File: config.mk
export PLATFORM = sky130hd
export DESIGN_NAME = mealy_table_fsm
export DESIGN_NICKNAME = d
export VERILOG_FILES = /design/src/rtl/mealy_table_pkg.sv /design/src/rtl/mealy_table_ram.sv /design/src/rtl/mealy_table_fsm.sv
export SDC_FILE = /design/constraint.sdc
export NUM_CORES = 1
export LEC_CHECK = 0
export CORE_MARGIN = 2
export CORE_UTILIZATION = 50
export CTS_CLUSTER_SIZE = 30
export DETAILED_ROUTE_END_ITERATION = 12
export PLACE_DENSITY_LB_ADDON = 0.2
export SETUP_SLACK_MARGIN = 0.1
export SLEW_MARGIN = 20
export SYNTH_ARGS = -nofsm -noshare
export SYNTH_HDL_FRONTEND = slang
export SYNTH_SLANG_ARGS = --single-unit
File: constraint.sdc
create_clock -name clk -period 3.7 [get_ports clk]
set_clock_uncertainty 0.05 [all_clocks]
set_input_delay 0.555 -clock clk [delete_from_list [all_inputs] [get_ports clk]]
set_output_delay 0.555 -clock clk [all_outputs]
set_load 0.01 [all_outputs]
File: src/rtl/mealy_table_pkg.sv
// Shared types and helpers for the table-driven Mealy machine.
// Build option: MEALY_TABLE_FSM_REGOUT_EN registers the y output (see mealy_table_fsm).
package mealy_table_pkg;

    // Default geometry of the machine.
    localparam int SW_DEF          = 2;
    localparam int IW_DEF          = 2;
    localparam int OW_DEF          = 2;
    localparam int RESET_STATE_DEF = 0;

    // One transition-table entry: {next_state, out}.
    typedef struct packed {
        logic [SW_DEF-1:0] next_state;
        logic [OW_DEF-1:0] out;
    } entry_t;

    // Value every entry holds after the post-reset sweep.
    localparam entry_t CLEARED_ENTRY = '{next_state: SW_DEF'(RESET_STATE_DEF), out: '0};

    // Sweep controller phase; PH_SWEEP is what busy reports.
    typedef enum logic {
        PH_SWEEP = 1'b0,
        PH_RUN   = 1'b1
    } phase_e;

    // Number of table entries for a given state/input width.
    function automatic int table_depth(input int sw, input int iw);
        return 1 << (sw + iw);
    endfunction

endpackage

File: src/rtl/mealy_table_ram.sv
// Flop-based transition table: one write port, one combinational lookup
// port for the state machine, and one registered readback port for config.
module mealy_table_ram #(
    parameter int AW = 4,
    parameter int DW = 4
) (
    input  logic          clk,
    input  logic          rst,
    input  logic          we_i,
    input  logic [AW-1:0] waddr_i,
    input  logic [DW-1:0] wdata_i,
    input  logic [AW-1:0] laddr_i,
    output logic [DW-1:0] ldata_o,
    input  logic [AW-1:0] raddr_i,
    output logic [DW-1:0] rdata_o
);

    localparam int DEPTH = 1 << AW;

    logic [DW-1:0] mem_q [DEPTH];
    logic [DW-1:0] rdata_q;

    // Table storage; contents are defined by the sweep, so no reset here.
    always_ff @(posedge clk) begin
        if (we_i) begin
            mem_q[waddr_i] <= wdata_i;
        end
    end

    // Readback register samples the entry before any same-edge write lands.
    always_ff @(posedge clk) begin
        if (rst) begin
            rdata_q <= '0;
        end else begin
            rdata_q <= mem_q[raddr_i];
        end
    end

    assign ldata_o = mem_q[laddr_i];
    assign rdata_o = rdata_q;

endmodule

File: src/rtl/mealy_table_fsm.sv
// Run-time programmable Mealy machine driven by a writable transition table.
// After reset a hardware sweep clears every entry to {RESET_STATE, 0}; busy
// is high for the sweep and the machine only steps once it completes.
// Build option: define MEALY_TABLE_FSM_REGOUT_EN to register y (one cycle
// later than the combinational default); nothing else changes.
module mealy_table_fsm
    import mealy_table_pkg::*;
#(
    parameter int SW          = SW_DEF,
    parameter int IW          = IW_DEF,
    parameter int OW          = OW_DEF,
    parameter int RESET_STATE = RESET_STATE_DEF
) (
    input  logic             clk,
    input  logic             rst,
    input  logic             en_i,
    input  logic [IW-1:0]    in_i,
    output logic [OW-1:0]    y_o,
    output logic [SW-1:0]    state_o,
    output logic             busy_o,
    input  logic             cfg_we_i,
    input  logic [SW+IW-1:0] cfg_addr_i,
    input  logic [SW+OW-1:0] cfg_wdata_i,
    output logic [SW+OW-1:0] cfg_rdata_o,
    output logic             cfg_err_o
);

    localparam int AW    = SW + IW;
    localparam int DW    = SW + OW;
    localparam int DEPTH = table_depth(SW, IW);

    localparam logic [SW-1:0] RST_ST   = SW'(RESET_STATE);
    localparam logic [AW-1:0] LAST_PTR = AW'(DEPTH - 1);
    localparam logic [DW-1:0] CLEARED  = {RST_ST, {OW{1'b0}}};

    phase_e        phase_q, phase_d;
    logic [AW-1:0] clr_ptr_q, clr_ptr_d;
    logic [SW-1:0] state_q, state_d;
    logic          err_q, err_d;

    logic          ram_we;
    logic [AW-1:0] ram_waddr;
    logic [DW-1:0] ram_wdata;
    logic [DW-1:0] lookup_entry;
    logic [SW-1:0] lookup_next;
    logic [OW-1:0] lookup_out;
    logic          busy;

    assign busy        = (phase_q == PH_SWEEP);
    assign lookup_next = lookup_entry[DW-1:OW];
    assign lookup_out  = lookup_entry[OW-1:0];

    // Control registers: phase, sweep pointer, machine state, error pulse.
    always_ff @(posedge clk) begin
        if (rst) begin
            phase_q   <= PH_SWEEP;
            clr_ptr_q <= '0;
            state_q   <= RST_ST;
            err_q     <= 1'b0;
        end else begin
            phase_q   <= phase_d;
            clr_ptr_q <= clr_ptr_d;
            state_q   <= state_d;
            err_q     <= err_d;
        end
    end

    // Config write contract: cfg_we_i is a single-cycle strobe sampled at the
    // edge; it is accepted only while not busy, otherwise dropped and flagged
    // by cfg_err_o on the following cycle (never flagged while rst is high).
    // Next-state logic and the shared table write port.
    always_comb begin
        phase_d   = phase_q;
        clr_ptr_d = clr_ptr_q;
        state_d   = state_q;
        err_d     = 1'b0;
        ram_we    = 1'b0;
        ram_waddr = cfg_addr_i;
        ram_wdata = cfg_wdata_i;
        case (phase_q)
            PH_SWEEP: begin
                ram_we    = 1'b1;
                ram_waddr = clr_ptr_q;
                ram_wdata = CLEARED;
                clr_ptr_d = clr_ptr_q + 1'b1;
                err_d     = cfg_we_i;
                if (clr_ptr_q == LAST_PTR) begin
                    phase_d = PH_RUN;
                end
            end
            PH_RUN: begin
                ram_we = cfg_we_i;
                if (en_i) begin
                    state_d = lookup_next;
                end
            end
            default: phase_d = PH_SWEEP;
        endcase
        // Reset drops any pending write, including a sweep write.
        if (rst) begin
            ram_we = 1'b0;
        end
    end

    mealy_table_ram #(
        .AW (AW),
        .DW (DW)
    ) u_ram (
        .clk     (clk),
        .rst     (rst),
        .we_i    (ram_we),
        .waddr_i (ram_waddr),
        .wdata_i (ram_wdata),
        .laddr_i ({state_q, in_i}),
        .ldata_o (lookup_entry),
        .raddr_i (cfg_addr_i),
        .rdata_o (cfg_rdata_o)
    );

`ifdef MEALY_TABLE_FSM_REGOUT_EN
    logic [OW-1:0] y_q;

    // Registered Mealy output, forced to zero while the sweep runs.
    always_ff @(posedge clk) begin
        if (rst) begin
            y_q <= '0;
        end else begin
            y_q <= busy ? '0 : lookup_out;
        end
    end

    assign y_o = y_q;
`else
    assign y_o = busy ? '0 : lookup_out;
`endif

    assign state_o   = state_q;
    assign busy_o    = busy;
    assign cfg_err_o = err_q;

endmodule

==> results_dict.tcl, run 1 <==
set metrics [dict create \
    status "finished, final reports clean" \
    yosys_warnings 0 \
    dpl.cell_count 320 \
    finalCritPeriodShare_pct 94.82 \
    synth-seq-cells 76 \
    p_sw_share_pct 21.44 \
    drt-total-wl_mm 7.596 \
    worstPathMaxFanout 11 \
    p_seq_share_pct 56.4 \
    antenna_found_initial 0 \
    nets 251 \
    comb_power_share_pct 8.5 \
    drt-initial-drc-count 157 \
    reg2reg_from "phase_q$_SDFF_PP0_" \
    syn_area_per_cell_um2 17.04 \
    p_sw_mw 0.3588 \
    grt_max_degree 22 \
    die_y_um 88.41 \
    die-area_um2 7815 \
    hold_start "clr_ptr_q[3]$_SDFFE_PP0N_" \
    rsz0062_at_grt "false" \
    yosys.area.top_type_share_pct 53.95 \
    max-cap-violations 0 \
    gp_congestion 0.7824 \
    hold_viol_final 0 \
    reg2reg_slack_ns 1.25 \
    required_ns 3.09 \
    setup_violations 0 \
    clock-root-buffer "clkbuf_8" \
    r2r-end "u_ram.mem_q[9][2]$_DFFE_PP_" \
    timing.slew.headroom_pct 47.87 \
    endpoint_kind "output pin" \
    hold_path.class "reg -> reg" \
    fp.dieW_um 88.41 \
    path_clk_slew_ns 0.07 \
    gr-total-overflow 0 \
    clkPwrFrac_pct 35.1 \
    core.rowCount 30 \
    min_to "phase_q$_SDFF_PP0_" \
    synth.most_common_cell "edfxtp_1" \
    worst_slew_pin_slew_ns 0.7809 \
    fin_cells 336 \
    clock_sinks 76 \
    area_delta_synth_final_pct 14.51 \
    drive_gt1_share_pct 19.17 \
    p_int_mw 1.315 \
    drc 0 \
    synth.area.top_cells "edfxtp_1 (54%), mux4_2 (15%), mux4_1 (7.4%)" \
    dp_hpwl_mm 5.274 \
    grt_pass1_wl_mm 11.70 \
    cts_htree_levels 3 \
    synthTopCellsByCount "edfxtp_1 (64), nor2_1 (24), mux4_2 (23)" \
    start_util_pct 52.14 \
    period_minus_slack_ns 3.508 \
    synth_area_leader_cell "edfxtp_1" \
    ant_nets 0 \
    async_flop_share_pct 0 \
    core_area_um2 6832 \
    port_buffers 23 \
    synth.yosys.seq_area_share_pct 60.70 \
    vias 2051 \
    synth_edf_count 64 \
    numCtsBuffers 9 \
    fmax_ghz 0.2850 \
    clockBufferDepth 2 \
    leakage_nw 1.320 \
    synth-main-ff-cell "edfxtp_1" \
    power.density_nw_per_um2 410.3 \
    rr_worst_depth 3 \
    ir_worst_vdd_mv 0.2487 \
    synth_nets 224 \
    wl_per_cell_um 22.61 \
    worstPathArrival_ns 2.90 \
    ioPinCount 24 \
    hold_buffers 0 \
    n_antenna_cell 0 \
    netlist_instances 209 \
    slew_viol_final 0 \
    clk_latency_ns 0.34 \
    drt-pass1-iter-count 4 \
    setup_tns_ns 0 \
    critPathLaunchType "primary input" \
    vias_per_cell 6.104 \
    grt_pass1_vias 2036 \
    synth_cell_types 34 \
    synth.cell_area_um2 3562 \
    critical_path_class "in -> out" \
    grtUsageTotal_pct 21.81 \
    cts_tree "done" \
    holdPathStages 2 \
]
-- registers in the layout (all words and copies together) (netlist names) --
signal         cells
cfg_err_o          1
clr_ptr_q          4
phase_q            1
state_o            2
u_ram.mem_q       64
u_ram.rdata_o      4
-- how the worst max path moves through the flow --
stage | end | depth (start not counted) | start
2_1_floorplan | y_o[0] | 5 | in_i[1]
3_5_place_dp | y_o[0] | 6 | in_i[0]
6_report | y_o[0] | 6 | in_i[0]
5_1_grt | y_o[0] | 6 | in_i[0]
3_3_place_gp | y_o[0] | 6 | in_i[0]
4_1_cts | y_o[0] | 6 | in_i[0]
-- power groups by stage --
stage | Combinational (mW) | Clock, mW | Sequential [mW]
floorplan | 0.0923 | 0 | 0.961
global placement | 0.142 | 0 | 0.962
detailed placement | 0.142 | 0 | 0.961
CTS | 0.143 | 0.599 | 0.943
global route | 0.153 | 0.639 | 0.944
finish | 0.142 | 0.588 | 0.943
-- cells by family after synthesis --
family | count (synthesis) | synth area share, %
AOI/OAI and AO/OA | 15 | 2.951
and+or+nand+nor | 50 | 6.639
adders and majority gates | 1 | 0.3512
muxes | 48 | 26.17
buffers and inverters | 16 | 2.459
DFF | 76 | 60.70
xor gates and xnor gates | 3 | 0.7378
-- placed cells by master (no fill, tap or decap), drive strengths merged, types with 6 or more instances in the layout --
cell,synthesis,routed
and2,7,7
buf,7,7
clkbuf,7,10
clkdlybuf4s50,0,23
dfxtp,12,12
edfxtp,64,64
mux2i,14,14
mux4,33,33
nand2,6,6
nor2,24,24
-- through the flow --
| stage | utilization, % | cell area [µm²] | total power [mW] | setup WS [ns] | hold WS [ns] |
|---|---|---|---|---|---|
| global route | 59.71 | 4079 | 1.736 | 0.1346 | 0.5171 |
| CTS | 59.60 | 4071 | 1.685 | 0.1495 | 0.4827 |
| detailed placement | 56.94 | 3890 | 1.103 | 0.1585 | 0.4677 |
| global placement | 56.94 | 3890 | 1.103 | 0.1644 | 0.4447 |
| floorplan | - | 3562 | 1.053 | 1.143 | 0.4218 |
| finish | 59.71 | 4079 | 1.673 | 0.1918 | 0.4753 |
-- area by class of cell --
| type | count | area [µm²] |
|---|---|---|
| well taps | 96 | 120.1 |
| flip-flops and latches | 76 | 2162 |
| repair buffers | 30 | 295.3 |
| clock inverters | 5 | 53.80 |
| fillers | 552 | 2753 |
| inverters | 2 | 7.507 |
| clock buffers | 10 | 127.6 |
| multi-input cells | 117 | 1313 |
-- critical path: stages --
cell             delay (ns)
clkdlybuf4s50_1        0.50
buf_12                 0.15
mux4_1                 0.57
mux4_2                 0.45
and2_1                 0.19
clkdlybuf4s50_1        0.48
-- per-layer routing --
metal / vias up / GRT usage, % / routed length (µm) / part of all wire, %
li1: 901 / - / - / -
met1: 1045 / 27.63 / 3215 / 42
met2: 95 / 36.02 / 3646 / 48
met3: 10 / 6.810 / 572 / 7.5
met4: 0 / 7.438 / 161 / 2.1
met5: - / 0 / 0 / 0
-- repair_timing --
action,CTS,global route
endpoints found under the setup margin,0,2
resized for setup,0,0
setup buffers,0,1
Power figures use the tool's default switching activity.
==> inputs of run 2 (changes only) <==
==> constraint.sdc (replaced) <==
create_clock -name clk -period 4.4 [get_ports clk]
set_clock_uncertainty 0.05 [all_clocks]
set_input_delay 0.66 -clock clk [delete_from_list [all_inputs] [get_ports clk]]
set_output_delay 0.66 -clock clk [all_outputs]
set_load 0.01 [all_outputs]
==> run 2 against run 1 <==
Sequential cell count unchanged. Via count decreased by 1.9%. Register-to-register slack improved by 0.78 ns. Count of clock-buffer cells in the layout decreased by 1. Die area unchanged. Sequential share of layout area decreased by 0.48 points. Utilization increased by 0.55 points. Global-route usage about the same. Hold slack got worse by 0.011 ns. First-iteration DRC count increased by 12%. Critical path type unchanged. Largest cell class unchanged. Highest routed layer unchanged.
==> results_dict.tcl, run 2 (synthesis gave the netlist of run 1 again) <==
set metrics [dict create \
    port_buffers 23 \
    finalCritPeriodShare_pct 91.62 \
    die-area_um2 7815 \
    ant_nets 0 \
    drive_gt1_share_pct 20.00 \
    hold_viol_final 0 \
    endpoint_kind "output pin" \
    start_util_pct 52.14 \
    worst_slew_pin_slew_ns 0.7987 \
    largest_reg_flops 64 \
    timing.slew.headroom_pct 46.68 \
    power.density_nw_per_um2 373.2 \
    required_ns 3.69 \
    grt_pass1_vias 2099 \
    max-cap-violations 0 \
    vias_per_cell 5.991 \
    slew_viol_final 0 \
    setup_violations 0 \
    nets 250 \
    hold_path.class "reg -> reg" \
    clock-root-buffer "clkbuf_8" \
    grtUsageTotal_pct 21.79 \
    gr-total-overflow 0 \
    grt_pass1_wl_mm 11.67 \
    ir_worst_vdd_mv 0.3429 \
    grt_max_degree 22 \
    n_antenna_cell 0 \
    clock_sinks 76 \
    cts_htree_levels 3 \
    setup_tns_ns 0 \
    die_y_um 88.41 \
    drt-initial-drc-count 176 \
    path_clk_slew_ns 0.08 \
    core.rowCount 30 \
    clk_latency_ns 0.34 \
    leakage_nw 1.340 \
    final_cell_mix "edfxtp_1 (64), nor2_1 (24), mux4_2 (23), clkdlybuf4s50_1 (23), mux2i_1 (14)" \
    cts_resized 0 \
    vias 2013 \
    fmax_ghz 0.2481 \
    ioPinCount 24 \
    total_power_mw 1.536 \
    area_delta_synth_final_pct 15.56 \
    worstPathMaxFanout 11 \
    fp.dieW_um 88.41 \
    wl_per_cell_um 23.15 \
    worstPathArrival_ns 3.32 \
    critPathLaunchType "primary input" \
    cts_tree "done" \
    drt-total-wl_mm 7.777 \
    largest_register "u_ram.mem_q" \
    numCtsBuffers 9 \
    drc 0 \
    dp_hpwl_mm 5.357 \
    rsz0062_at_grt "false" \
    period_minus_slack_ns 4.031 \
    critical_path_class "in -> out" \
    mostFrequentLayoutCell "edfxtp_1" \
    clockBufferDepth 2 \
    postCtsSetupRepairBufs 0 \
    antenna_found_initial 0 \
    drt-pass1-iter-count 4 \
    core_area_um2 6832 \
    status "finished, final reports clean" \
    hold_buffers 0 \
    gp_congestion 0.7833 \
]
-- run 2: final timing paths --
check	slack, ns	cells past startpoint	startpoint	to
max reg2reg	2.03	3	phase_q$_SDFF_PP0_	u_ram.mem_q[5][1]$_DFFE_PP_
max	0.37	5	in_i[0]	y_o[0]
min	0.46	2	clr_ptr_q[3]$_SDFFE_PP0N_	phase_q$_SDFF_PP0_
min reg2reg	0.46	2	clr_ptr_q[3]$_SDFFE_PP0N_	phase_q$_SDFF_PP0_
-- run 2: where the power goes --
group / total [mW] / switching (mW) / internal (mW) / leakage [nW]
Sequential: 0.793 / 0.00894 / 0.784 / 0.664
Combinational: 0.117 / 0.0540 / 0.0634 / 0.560
Clock: 0.626 / 0.251 / 0.374 / 0.115
-- run 2: critical path, cell delays in order --
cell and delay [ns]:
clkdlybuf4s50_1 0.87, mux4_1 0.65, mux4_2 0.46, and2_1 0.19, clkdlybuf4s50_1 0.49
-- run 2: cell type report --
class                      instances  area [µm²]
tap                               96       120.1
multi-input combinational        117        1313
clock buffer                       9       123.9
sequential                        76        2162
inverter                           2       7.507
clock inverter                     7       115.1
fill                             552        2715
timing repair buffer              29       275.3
-- run 2: routing by layer --
layer | wire (µm) | GRT usage (%)
met5 | 0 | 0
met4 | 154 | 5.923
met3 | 526 | 5.970
met2 | 3800 | 37.05
met1 | 3296 | 27.89
-- run 2: metrics by stage --
| step | hold WS, ns | setup WS, ns | cell area, µm² | util, % | cells |
|---|---|---|---|---|---|
| 2_1_floorplan | 0.4218 | 1.633 | 3562 | - | 209 |
| 3_3_place_gp | 0.4438 | 0.4562 | 3877 | 56.76 | 320 |
| 3_5_place_dp | 0.4489 | 0.4017 | 3877 | 56.76 | 320 |
| 4_1_cts | 0.4648 | 0.3748 | 4116 | 60.26 | 336 |
| 5_1_grt | 0.4945 | 0.3145 | 4116 | 60.26 | 336 |
| 6_report | 0.4641 | 0.3689 | 4116 | 60.26 | 336 |
